===== config.mk =====
export PLATFORM = sky130hd
export DESIGN_NAME = prog_counter_gen2
export DESIGN_NICKNAME = d
export VERILOG_FILES = /design/src/rtl/prog_counter_pkg.sv /design/src/rtl/prog_counter_gen2_prescaler.sv /design/src/rtl/prog_counter_gen2.sv
export SDC_FILE = /design/constraint.sdc
export NUM_CORES = 1
export LEC_CHECK = 0
export ABC_CLOCK_PERIOD_IN_PS = 3050
export CAP_MARGIN = 20
export CORE_MARGIN = 5
export CORE_UTILIZATION = 45
export CTS_CLUSTER_DIAMETER = 150
export DETAILED_ROUTE_END_ITERATION = 6
export PLACE_DENSITY = 0.77
export SLEW_MARGIN = 20
export SYNTH_ARGS = -nofsm -noshare
export SYNTH_HDL_FRONTEND = slang
export SYNTH_SLANG_ARGS = --single-unit

===== constraint.sdc =====
create_clock -name clk -period 3.05 [get_ports clk]
set_input_delay 0.61 -clock clk [delete_from_list [all_inputs] [get_ports clk]]
set_output_delay 0.61 -clock clk [all_outputs]
set_load 0.03 [all_outputs]

===== src/rtl/prog_counter_pkg.sv =====
// Shared encodings and sizing helpers for the programmable counter.
package prog_counter_pkg;

  localparam logic MODE_WRAP = 1'b0;
  localparam logic MODE_SAT  = 1'b1;

  // Width of the prescaler counter; never less than one bit.
  function automatic int pre_cnt_width(input int prescale);
    int w;
    w = $clog2(prescale);
    return (w < 1) ? 1 : w;
  endfunction

endpackage


===== src/rtl/prog_counter_gen2_prescaler.sv =====
// Step prescaler: passes one in every PRESCALE qualified requests as a fire.
module counter_prescaler
  import prog_counter_pkg::*;
#(
  parameter int PRESCALE = 1
) (
  input  logic clk,
  input  logic rst,
  input  logic en,
  input  logic clear,
  input  logic req,
  output logic fire
);

  localparam int            PW   = pre_cnt_width(PRESCALE);
  localparam logic [PW-1:0] LAST = PW'(PRESCALE - 1);

  logic [PW-1:0] pre_cnt_q, pre_cnt_d;
  logic          last;

  // With PRESCALE=1 LAST is 0 and pre_cnt never leaves 0, so every request fires
  // and the register is a constant that synthesis removes.
  assign last = (pre_cnt_q == LAST);
  assign fire = en & req & ~clear & last;

  // Next prescaler count: load clears, each request advances or rolls over.
  always_comb begin
    pre_cnt_d = pre_cnt_q;
    if (en) begin
      if (clear)
        pre_cnt_d = '0;
      else if (req)
        pre_cnt_d = last ? '0 : pre_cnt_q + PW'(1);
    end
  end

  // Prescaler count register.
  always_ff @(posedge clk or posedge rst) begin
    if (rst) pre_cnt_q <= '0;
    else     pre_cnt_q <= pre_cnt_d;
  end

endmodule


===== src/rtl/prog_counter_gen2.sv =====
// Up/down programmable counter with terminal limit, wrap/saturate and prescaler.
module prog_counter_gen2
  import prog_counter_pkg::*;
#(
  parameter int               WIDTH       = 8,
  parameter int               PRESCALE    = 1,
  parameter logic [WIDTH-1:0] RESET_LIMIT = {WIDTH{1'b1}}
) (
  input  logic             clk,
  input  logic             rst,
  input  logic             en,
  input  logic             load,
  input  logic [WIDTH-1:0] load_val,
  input  logic             up,
  input  logic             down,
  input  logic             limit_wr,
  input  logic [WIDTH-1:0] limit_val,
  input  logic             sat_mode,
  input  logic             out_enable,
  output logic [WIDTH-1:0] count_o,
  output logic [WIDTH-1:0] count_raw,
  output logic             tc_o,
  output logic             at_zero,
  output logic             at_limit
);

  logic [WIDTH-1:0] count_q, count_d;
  logic [WIDTH-1:0] limit_q, limit_d;
  logic             tc_q, tc_d;
  logic             req, fire;

  // up and down together cancel; load always wins over a step.
  assign req = (up ^ down) & ~load;

  counter_prescaler #(.PRESCALE(PRESCALE)) u_prescaler (
    .clk   (clk),
    .rst   (rst),
    .en    (en),
    .clear (load),
    .req   (req),
    .fire  (fire)
  );

  // Next count/limit/tc; boundaries are judged against the limit held before this cycle's write.
  always_comb begin
    count_d = count_q;
    limit_d = limit_q;
    tc_d    = 1'b0;
    if (en) begin
      if (limit_wr)
        limit_d = limit_val;
      if (load) begin
        count_d = load_val;
      end else if (fire) begin
        if (up) begin
          if (count_q < limit_q) begin
            count_d = count_q + WIDTH'(1);
          end else begin
            tc_d = 1'b1;
            if (sat_mode == MODE_WRAP)
              count_d = '0;
          end
        end else begin
          if (count_q != '0) begin
            count_d = count_q - WIDTH'(1);
          end else begin
            tc_d = 1'b1;
            if (sat_mode == MODE_WRAP)
              count_d = limit_q;
          end
        end
      end
    end
  end

  // Counter state registers.
  always_ff @(posedge clk or posedge rst) begin
    if (rst) begin
      count_q <= '0;
      limit_q <= RESET_LIMIT;
      tc_q    <= 1'b0;
    end else begin
      count_q <= count_d;
      limit_q <= limit_d;
      tc_q    <= tc_d;
    end
  end

  assign count_raw = count_q;
  assign count_o   = out_enable ? count_q : '0;
  assign tc_o      = tc_q;
  assign at_zero   = (count_q == '0);
  assign at_limit  = (count_q >= limit_q);

endmodule


==> run_results.csv, run 1 <==
group,metric,value,unit
power,intPower,669,uW
routing,drt_first_pass_iters,5,
worst_setup_path,end_kind,"primary output",
floorplanning,dieArea,4600,um2
synthesis,avgSynthCellArea,8.86,um2
run,cap_violations,0,
grt,grt_antenna_before_repair,0,
layout,area_growth,35.3,%
worst_hold_path,hp-class,"flip-flop to flip-flop",
clock_tree,cts_setup_buffers,0,
sta,final.setup.tns,0,ns
layout,nFillCells,291,
layout,layout_common_cells,"clkdlybuf4s50_1 (41), inv_1 (17), a21oi_1 (12), ha_1 (11)",
synthesis,netlist_instances,170,
worst_setup_path,endpoint,"at_limit",
synthesis,synth_edf_count,0,
power,seqPwrFrac,25.8,%
routing,drc_errors,0,
synthesis,seq_area_frac_synth,28.9,%
routing,wirelength,4410,um
floorplanning,start_util,45.9,%
outcome,status,"finished, final reports clean",
sta,setup_viol,0,
worst_setup_path,r2r-end,"count_raw[2]",
synthesis,synthFlopType,"dfrtp_1",
place,place_ws,0.128,ns
worst_setup_path,critPathLaunch,"limit_q[3]",
place,hpwl,3430,um
clock_tree,cts_sinks,17,
worst_setup_path,crit_type,"flip-flop to primary output",
power,p_sw_share,46.6,%
worst_setup_path,crit-reg2reg-launch,"count_raw[5]",
worst_setup_path,worstPathArrival,2.24,ns
grt,grt_usage,21.1,%
sta,worst_pin_slew,0.691,ns
clock_tree,clockBufferDepth,2,
power,p_total,1250,uW
worst_setup_path,rrSetupSlack,0.63,ns
grt,grt_pass1_vias,1548,
layout,num_antenna_cells,0,
routing,ant_nets,0,
clock_tree,cts_root_buffer,"clkbuf_4",
layout,final_common_cell,"clkdlybuf4s50_1",
worst_setup_path,required,2.44,ns
clock_tree,cts.repair.resized,1,
sta,skew,0.00327,ns
floorplanning,die_h,67.9,um
power,peakVddDrop,0.307,mV
layout,layout-drive-gt1-share,19.8,%
routing,vias,1498,
power,p_per_area,614,nW/um2
synthesis,synth.net_count,206,
place,gp_congestion,0.899,
clock_tree,ctsHoldBuffers,0,
clock_tree,cts_buffers,3,
power,combinationalPowerShare,63.3,%
layout,nets,254,
floorplanning,fp.dieW,67.9,um
synthesis,async_flop_share,100,%
grt,grt_max_degree,18,
routing,vias_per_cell,5.70,
synthesis,netlist_area,1510,um2
layout,final_cells,263,
sta,min_period,2.85,ns
sta,max_freq,351,MHz
place,dp.cells,259,
synthesis,synth.distinct_cells,50,
place,dpl_cell_area,2010,um2
sta,min_period_over_period,93.5,%
sta,hold_viol_final,0,
power,clockPowerShare,10.9,%
synthesis,ys_ff_latch,17,
layout,multi_input_area,951,um2
floorplanning,fp-row-count,21,
sta,rsz0062_at_grt,"no",
routing,drtIter0Drc,139,
synthesis,yosysWarnings,0,
clock_tree,h-tree-depth,1,
clock_tree,clkLatencyLatePin,0.32,ns
sta,maxSlewViolCount,0,
power,p_sw,583,uW
worst_setup_path,critPathMaxFanout,5,
sta,finalWorstSetupSlack,0.198,ns
grt,grt_pass1_wl,7280,um
floorplanning,core_area,3280,um2
layout,seqCellArea,435,um2
floorplanning,io_pins,44,
clock_tree,clkTransAtPathRegs,0.12,ns
power,power.leakage,0.000867,uW
routing,avgRoutedWirePerCell,16.8,um
layout,design_area,2040,um2
worst_setup_path,worst_setup_path_start_kind,"flip-flop",
sta,slew_headroom,53.9,%
place,numPortBuffers,43,
grt,grt_remaining_overflow,0,
worst_setup_path,r2r_cells,7,
clock_tree,cts_tree,"yes",
-- cell families (layout without fill, tap and decap cells) --
logic type / count (synthesis) / after routing / synth area share [%]
flip-flops: 17 / 17 / 28.9
AND/OR/NAND/NOR: 54 / 54 / 20.3
XOR/XNOR: 4 / 4 / 2.33
adder cells (fa/ha/maj): 11 / 11 / 9.14
AO/OA/AOI/OAI: 48 / 48 / 24.7
buffers and inverters: 27 / 74 / 7.97
multiplexers: 9 / 9 / 6.64
-- Yosys cell counts, drive strengths merged, types with 3 or more instances --
library cell / instances / area, um2
buf: 5 / 37.5
nor3b: 4 / 35.0
nand3: 5 / 25.0
dfstp: 8 / 210
a211o: 3 / 26.3
nand2b: 3 / 18.8
mux2: 8 / 90.1
and2: 9 / 56.3
nor3: 5 / 30.0
o22ai: 6 / 37.5
o21ai: 6 / 37.5
inv: 17 / 63.8
nand2: 6 / 22.5
clkbuf: 5 / 18.8
nor2b: 3 / 18.8
nor2: 11 / 43.8
a21oi: 12 / 60.1
dfrtp: 9 / 225
or3: 4 / 25.0
a221oi: 5 / 56.3
ha: 11 / 138
-- final cells by class --
class / instances / area share, %
Tap cell: 46 / 2.82
Multi-Input combinational cell: 126 / 46.7
Clock inverter: 1 / 0.246
Sequential cell: 17 / 21.4
Inverter: 17 / 3.13
Timing Repair Buffer: 53 / 24.7
Clock buffer: 3 / 1.10
-- sequential cells by signal (all words and copies together) (netlist names) --
name	cells
count_raw	8
limit_q	8
tc_o	1
-- worst min path at each step --
stage | startpoint | to | slack, ns | cells after the start
after floorplan | rst | count_raw[0] | 0.53 | 1
after global placement | limit_q[2] | limit_q[2] | 0.61 | 1
after detailed placement | limit_q[2] | limit_q[2] | 0.61 | 1
after CTS | limit_q[2] | limit_q[2] | 0.63 | 1
after global routing | limit_q[2] | limit_q[2] | 0.65 | 1
final | limit_q[2] | limit_q[2] | 0.63 | 1
-- stage by stage --
step                      hold WS, ns  utilization (%)
final                           0.628             62.1
after global routing            0.648             62.1
after CTS                       0.630             62.1
after detailed placement        0.614             61.3
after global placement          0.610             61.3
after floorplan                 0.530                -
-- worst max-delay path, cell delays in order, from the launching register on --
cell	delay (ns)
dfstp_2	0.57
inv_1	0.04
ha_1	0.28
a21oi_1	0.19
o21bai_1	0.11
a211o_1	0.31
a31o_2	0.24
clkbuf_2	0.18
-- power by group through the flow --
| stage | combinational (uW) | clock (uW) | sequential (uW) |
|---|---|---|---|
| after floorplan | 440 | 0 | 393 |
| after global placement | 771 | 0 | 323 |
| after detailed placement | 793 | 0 | 326 |
| after CTS | 791 | 138 | 322 |
| after global routing | 859 | 147 | 328 |
| final | 793 | 137 | 323 |
-- layer usage --
layer / routed length [um] / GRT usage [%]
met1: 1820 / 25.5
met5: 0 / 0
met4: 71 / 6.45
met2: 2200 / 37.3
met3: 319 / 4.43
Note: power is estimated with default switching activity, not from simulation.
==> inputs of run 2 (changes only) <==
CORE_UTILIZATION = 40   (was 45)
PLACE_DENSITY = 0.69   (was 0.77)
==> run_results.csv, run 2 (synthesized netlist as in run 1, its figures left out) <==
group,metric,value,unit
grt,grt_pass1_wl,6800,um
floorplanning,fp-row-count,22,
clock_tree,clkLatencyLatePin,0.25,ns
worst_hold_path,hp-class,"flip-flop to flip-flop",
clock_tree,cts_buffers,3,
power,p_sw,573,uW
routing,drtIter0Drc,72,
routing,ant_nets,0,
run,cap_violations,0,
grt,grt_antenna_before_repair,0,
power,combinationalPowerShare,61.4,%
floorplanning,core_area,3660,um2
grt,grt_max_degree,18,
sta,final.setup.tns,0,ns
clock_tree,cts_sinks,17,
sta,max_freq,361,MHz
layout,area_growth,36.6,%
layout,final_common_cell,"clkdlybuf4s50_1",
clock_tree,clockBufferDepth,2,
layout,seqCellArea,435,um2
worst_setup_path,crit_type,"flip-flop to primary output",
outcome,status,"finished, final reports clean",
sta,rsz0062_at_grt,"no",
floorplanning,die_h,71.4,um
layout,nets,254,
worst_hold_path,whs_path_depth,1,
floorplanning,start_util,41.1,%
worst_setup_path,end_kind,"primary output",
grt,grt_usage,16.6,%
routing,vias_per_cell,5.56,
sta,min_period_over_period,90.8,%
grt,grt_remaining_overflow,0,
worst_hold_path,hold_end,"limit_q[2]",
grt,grt_pass1_vias,1424,
sta,hold_viol_final,0,
layout,num_antenna_cells,0,
layout,layout-drive-gt1-share,19.4,%
clock_tree,cts_tree,"yes",
worst_setup_path,worst_setup_path_start_kind,"flip-flop",
sta,slew_headroom,53.0,%
worst_setup_path,r2r_cells,9,
worst_setup_path,crit-reg2reg-launch,"limit_q[7]",
routing,avgRoutedWirePerCell,15.9,um
sta,skew,0.00229,ns
power,seqPwrFrac,25.1,%
layout,layout_common_cells,"clkdlybuf4s50_1 (41), inv_1 (17), a21oi_1 (12), ha_1 (11)",
worst_setup_path,rrSetupSlack,0.67,ns
clock_tree,cts_root_buffer,"clkbuf_8",
place,hpwl,3320,um
layout,nFillCells,348,
power,clockPowerShare,13.6,%
sta,setup_viol,0,
worst_setup_path,required,2.44,ns
worst_setup_path,worstPathArrival,2.16,ns
power,peakVddDrop,0.381,mV
place,numPortBuffers,43,
routing,vias,1473,
worst_setup_path,r2r-end,"count_raw[2]",
place,gp_congestion,0.896,
power,p_sw_share,44.5,%
worst_setup_path,critPathMaxFanout,5,
floorplanning,fp.dieW,71.4,um
clock_tree,h-tree-depth,1,
floorplanning,io_pins,44,
sta,maxSlewViolCount,0,
power,power.leakage,0.000872,uW
clock_tree,clkTransAtPathRegs,0.07,ns
sta,min_period,2.77,ns
routing,wirelength,4210,um
power,p_per_area,625,nW/um2
clock_tree,cts_setup_buffers,0,
floorplanning,dieArea,5090,um2
power,intPower,715,uW
sta,holdWs,0.622,ns
worst_hold_path,hold_path_startpoint,"limit_q[2]",
routing,drt_first_pass_iters,4,
sta,worst_pin_slew,0.705,ns
layout,multi_input_area,951,um2
routing,drc_errors,0,
[run 2: power groups by stage]
stage	logic, uW	registers, uW	clock network, uW
2_1_floorplan	440	393	0
3_3_place_gp	774	325	0
3_5_place_dp	790	328	0
4_1_cts	790	324	176
5_1_grt	859	328	188
6_report	790	323	174
[run 2: metrics by stage]
step	power, uW	std cells	cell area [um2]	worst slack (ns)	util, %
floorplan	833	170	1510	0.115	-
global route	1370	265	2060	0.166	56.2
detailed placement	1120	261	2020	0.130	55.1
finish	1290	265	2060	0.280	56.2
global placement	1100	261	2020	0.203	55.1
CTS	1290	265	2060	0.0853	56.3
[run 2: metal layers]
metal	GRT usage [%]	vias up	wire, um
met2	27.9	52	2030
met3	3.37	8	228
met5	0	-	0
li1	-	713	-
met4	5.01	0	67
met1	21.4	700	1880
[run 2: how the worst max path moves through the flow]
stage / start / end / slack, ns / cells past startpoint
3_5_place_dp: limit_q[7] / at_limit / 0.13 / 7
4_1_cts: count_raw[1] / at_zero / 0.09 / 7
3_3_place_gp: limit_q[5] / at_limit / 0.20 / 6
5_1_grt: limit_q[6] / at_limit / 0.17 / 7
6_report: limit_q[5] / at_limit / 0.28 / 6
2_1_floorplan: count_raw[0] / count_raw[5] / 0.12 / 8
[run 2: repair_timing]
item,in CTS,in global routing
setup endpoints to repair,1,2
hold buffers,0,0
gates resized for setup,1,3
[run 2: critical path, cell delays in order (launching register included)]
cell and delay (ns):
dfstp_2 0.53, inv_1 0.05, ha_1 0.28, a211o_1 0.28, a211o_1 0.34, a31o_2 0.24, clkbuf_2 0.18
[run 2: final cells by class]
class	instances	area share [%]
Inverter	17	3.10
Tap cell	48	2.92
Sequential cell	17	21.2
Timing Repair Buffer	53	24.4
Clock buffer	4	2.19
Multi-Input combinational cell	126	46.2
==> inputs of run 3 (changes only) <==
--- a/config.mk
+++ b/config.mk
@@ -11,2 +11,3 @@
 export CORE_UTILIZATION = 40
+export CTS_BUF_LIST = sky130_fd_sc_hd__clkbuf_4 sky130_fd_sc_hd__clkbuf_8 sky130_fd_sc_hd__clkbuf_16
 export CTS_CLUSTER_DIAMETER = 150
--- a/constraint.sdc
+++ b/constraint.sdc
@@ -3,2 +3,2 @@
 set_output_delay 0.61 -clock clk [all_outputs]
-set_load 0.03 [all_outputs]
+set_load 0.02 [all_outputs]
==> run_results.csv, run 3 (synthesized netlist as in run 1, its figures left out) <==
group,metric,value,unit
outcome,status,"finished, final reports clean",
place,place_ws,0.214,ns
place,hpwl,3380,um
place,numPortBuffers,43,
layout,final_common_cell,"clkdlybuf4s50_1",
routing,wl_met1,1850,um
sta,final.setup.tns,0,ns
routing,vias,1475,
power,p_total,1250,uW
power,combinationalPowerShare,59.6,%
grt,grt_pass1_vias,1546,
layout,final_cells,265,
layout,num_antenna_cells,0,
routing,ant_nets,0,
power,p_sw_share,42.3,%
grt,grt_max_degree,18,
clock_tree,cts_sinks,17,
sta,max_freq,349,MHz
worst_setup_path,max_stage_delay,0.55,ns
worst_setup_path,end_kind,"primary output",
worst_setup_path,required,2.44,ns
grt,grt_pass1_wl,7190,um
sta,rsz0062_at_grt,"no",
clock_tree,clkTransAtPathRegs,0.07,ns
sta,hold_viol_final,0,
routing,drc_errors,0,
worst_setup_path,worst_setup_path_start_kind,"flip-flop",
routing,drt_first_pass_iters,4,
sta,setup_viol,0,
floorplanning,fp-row-count,22,
floorplanning,die_h,71.4,um
layout,area_growth,37.5,%
layout,nFillCells,351,
worst_setup_path,crit_type,"flip-flop to primary output",
clock_tree,clockBufferDepth,2,
layout,layout_common_cells,"clkdlybuf4s50_1 (41), inv_1 (17), a21oi_1 (12), ha_1 (11)",
place,gp_congestion,0.880,
routing,avgRoutedWirePerCell,16.2,um
sta,min_period_over_period,94.1,%
floorplanning,dieArea,5090,um2
routing,route.met3.wl,258,um
layout,layout-drive-gt1-share,19.8,%
clock_tree,cts_root_buffer,"clkbuf_8",
sta,finalWorstSetupSlack,0.181,ns
clock_tree,h-tree-depth,1,
layout,nets,254,
layout,design_area,2070,um2
worst_hold_path,hp-class,"flip-flop to flip-flop",
routing,drtIter0Drc,140,
grt,grt_usage,17.4,%
sta,slew_headroom,54.1,%
sta,worst_pin_slew,0.688,ns
place,dp.cells,261,
power,power.leakage,0.000878,uW
worst_setup_path,crit_chain,"inv_1, ha_1, nand4_1, o21bai_1, a211o_1, a31o_2, dlygate4sd2_1",
worst_setup_path,cp_top_family,"compound AO/OA/AOI/OAI gates",
floorplanning,fp.dieW,71.4,um
sta,maxSlewViolCount,0,
power,intPower,725,uW
worst_setup_path,crit_slowest_cell,"dfstp_2",
floorplanning,core_area,3660,um2
power,peakVddDrop,0.289,mV
power,p_per_area,606,nW/um2
worst_setup_path,path_buf_inv,2,
floorplanning,io_pins,44,
grt,grt_remaining_overflow,0,
clock_tree,clkLatencyLatePin,0.25,ns
sta,skew,0.00617,ns
routing,vias_per_cell,5.57,
sta,min_period,2.87,ns
routing,wirelength,4300,um
clock_tree,cts_buffers,3,
place,dpl_cell_area,2020,um2
power,p_sw,530,uW
floorplanning,start_util,41.1,%
clock_tree,cts_setup_buffers,0,
worst_setup_path,worstPathArrival,2.26,ns
clock_tree,cts_tree,"yes",
grt,grt_antenna_before_repair,0,
worst_setup_path,critPathMaxFanout,5,
routing,maxUsedRoutingLayer,"met4",
clock_tree,ctsHoldBuffers,0,
power,seqPwrFrac,25.7,%
run,cap_violations,0,
routing,wl_met2,2120,um
power,clockPowerShare,14.8,%
[run 3: cell type report]
cell class	instances	area, um2	area share, %
multi-input combinational	126	956	46.2
timing repair buffer	53	507	24.5
sequential	17	435	21.0
inverter	17	63.8	3.08
tap	48	60.1	2.90
clock buffer	4	48.8	2.36
[run 3: power groups by stage]
stage | clock [uW] | sequential [uW] | combinational [uW]
2_1_floorplan | 0 | 370 | 420
3_3_place_gp | 0 | 324 | 731
3_5_place_dp | 0 | 327 | 746
4_1_cts | 188 | 323 | 749
5_1_grt | 198 | 327 | 822
6_report | 185 | 322 | 748
[run 3: what timing repair did]
item,4_1_cts,5_1_grt
gates resized for setup,2,1
endpoints found under the setup margin,1,1
pin swaps,0,0
hold endpoints to repair,0,0
[run 3: through the flow]
step | hold WS (ns) | utilization (%)
floorplan | 0.530 | -
global placement | 0.610 | 55.1
detailed placement | 0.620 | 55.1
CTS | 0.631 | 56.5
global route | 0.644 | 56.6
finish | 0.626 | 56.6
[run 3: routing by layer]
| layer | vias up | global-route usage, % |
|---|---|---|
| met5 | - | 0 |
| li1 | 714 | - |
| met3 | 8 | 3.23 |
| met4 | 0 | 5.22 |
| met1 | 706 | 21.7 |
| met2 | 47 | 30.4 |
[run 3: path summary, 6_finish.rpt]
path | from | end | slack (ns) | depth (start not counted)
worst max-delay path | limit_q[6] | at_limit | 0.18 | 7
worst min-delay path | limit_q[2] | limit_q[2] | 0.63 | 1
worst max register to register | count_raw[5] | count_raw[2] | 0.69 | 7
worst min register to register | limit_q[2] | limit_q[2] | 0.63 | 1
max in group asynchronous | rst | tc_o | 1.85 | 2
min in group asynchronous | rst | count_raw[0] | 0.75 | 2
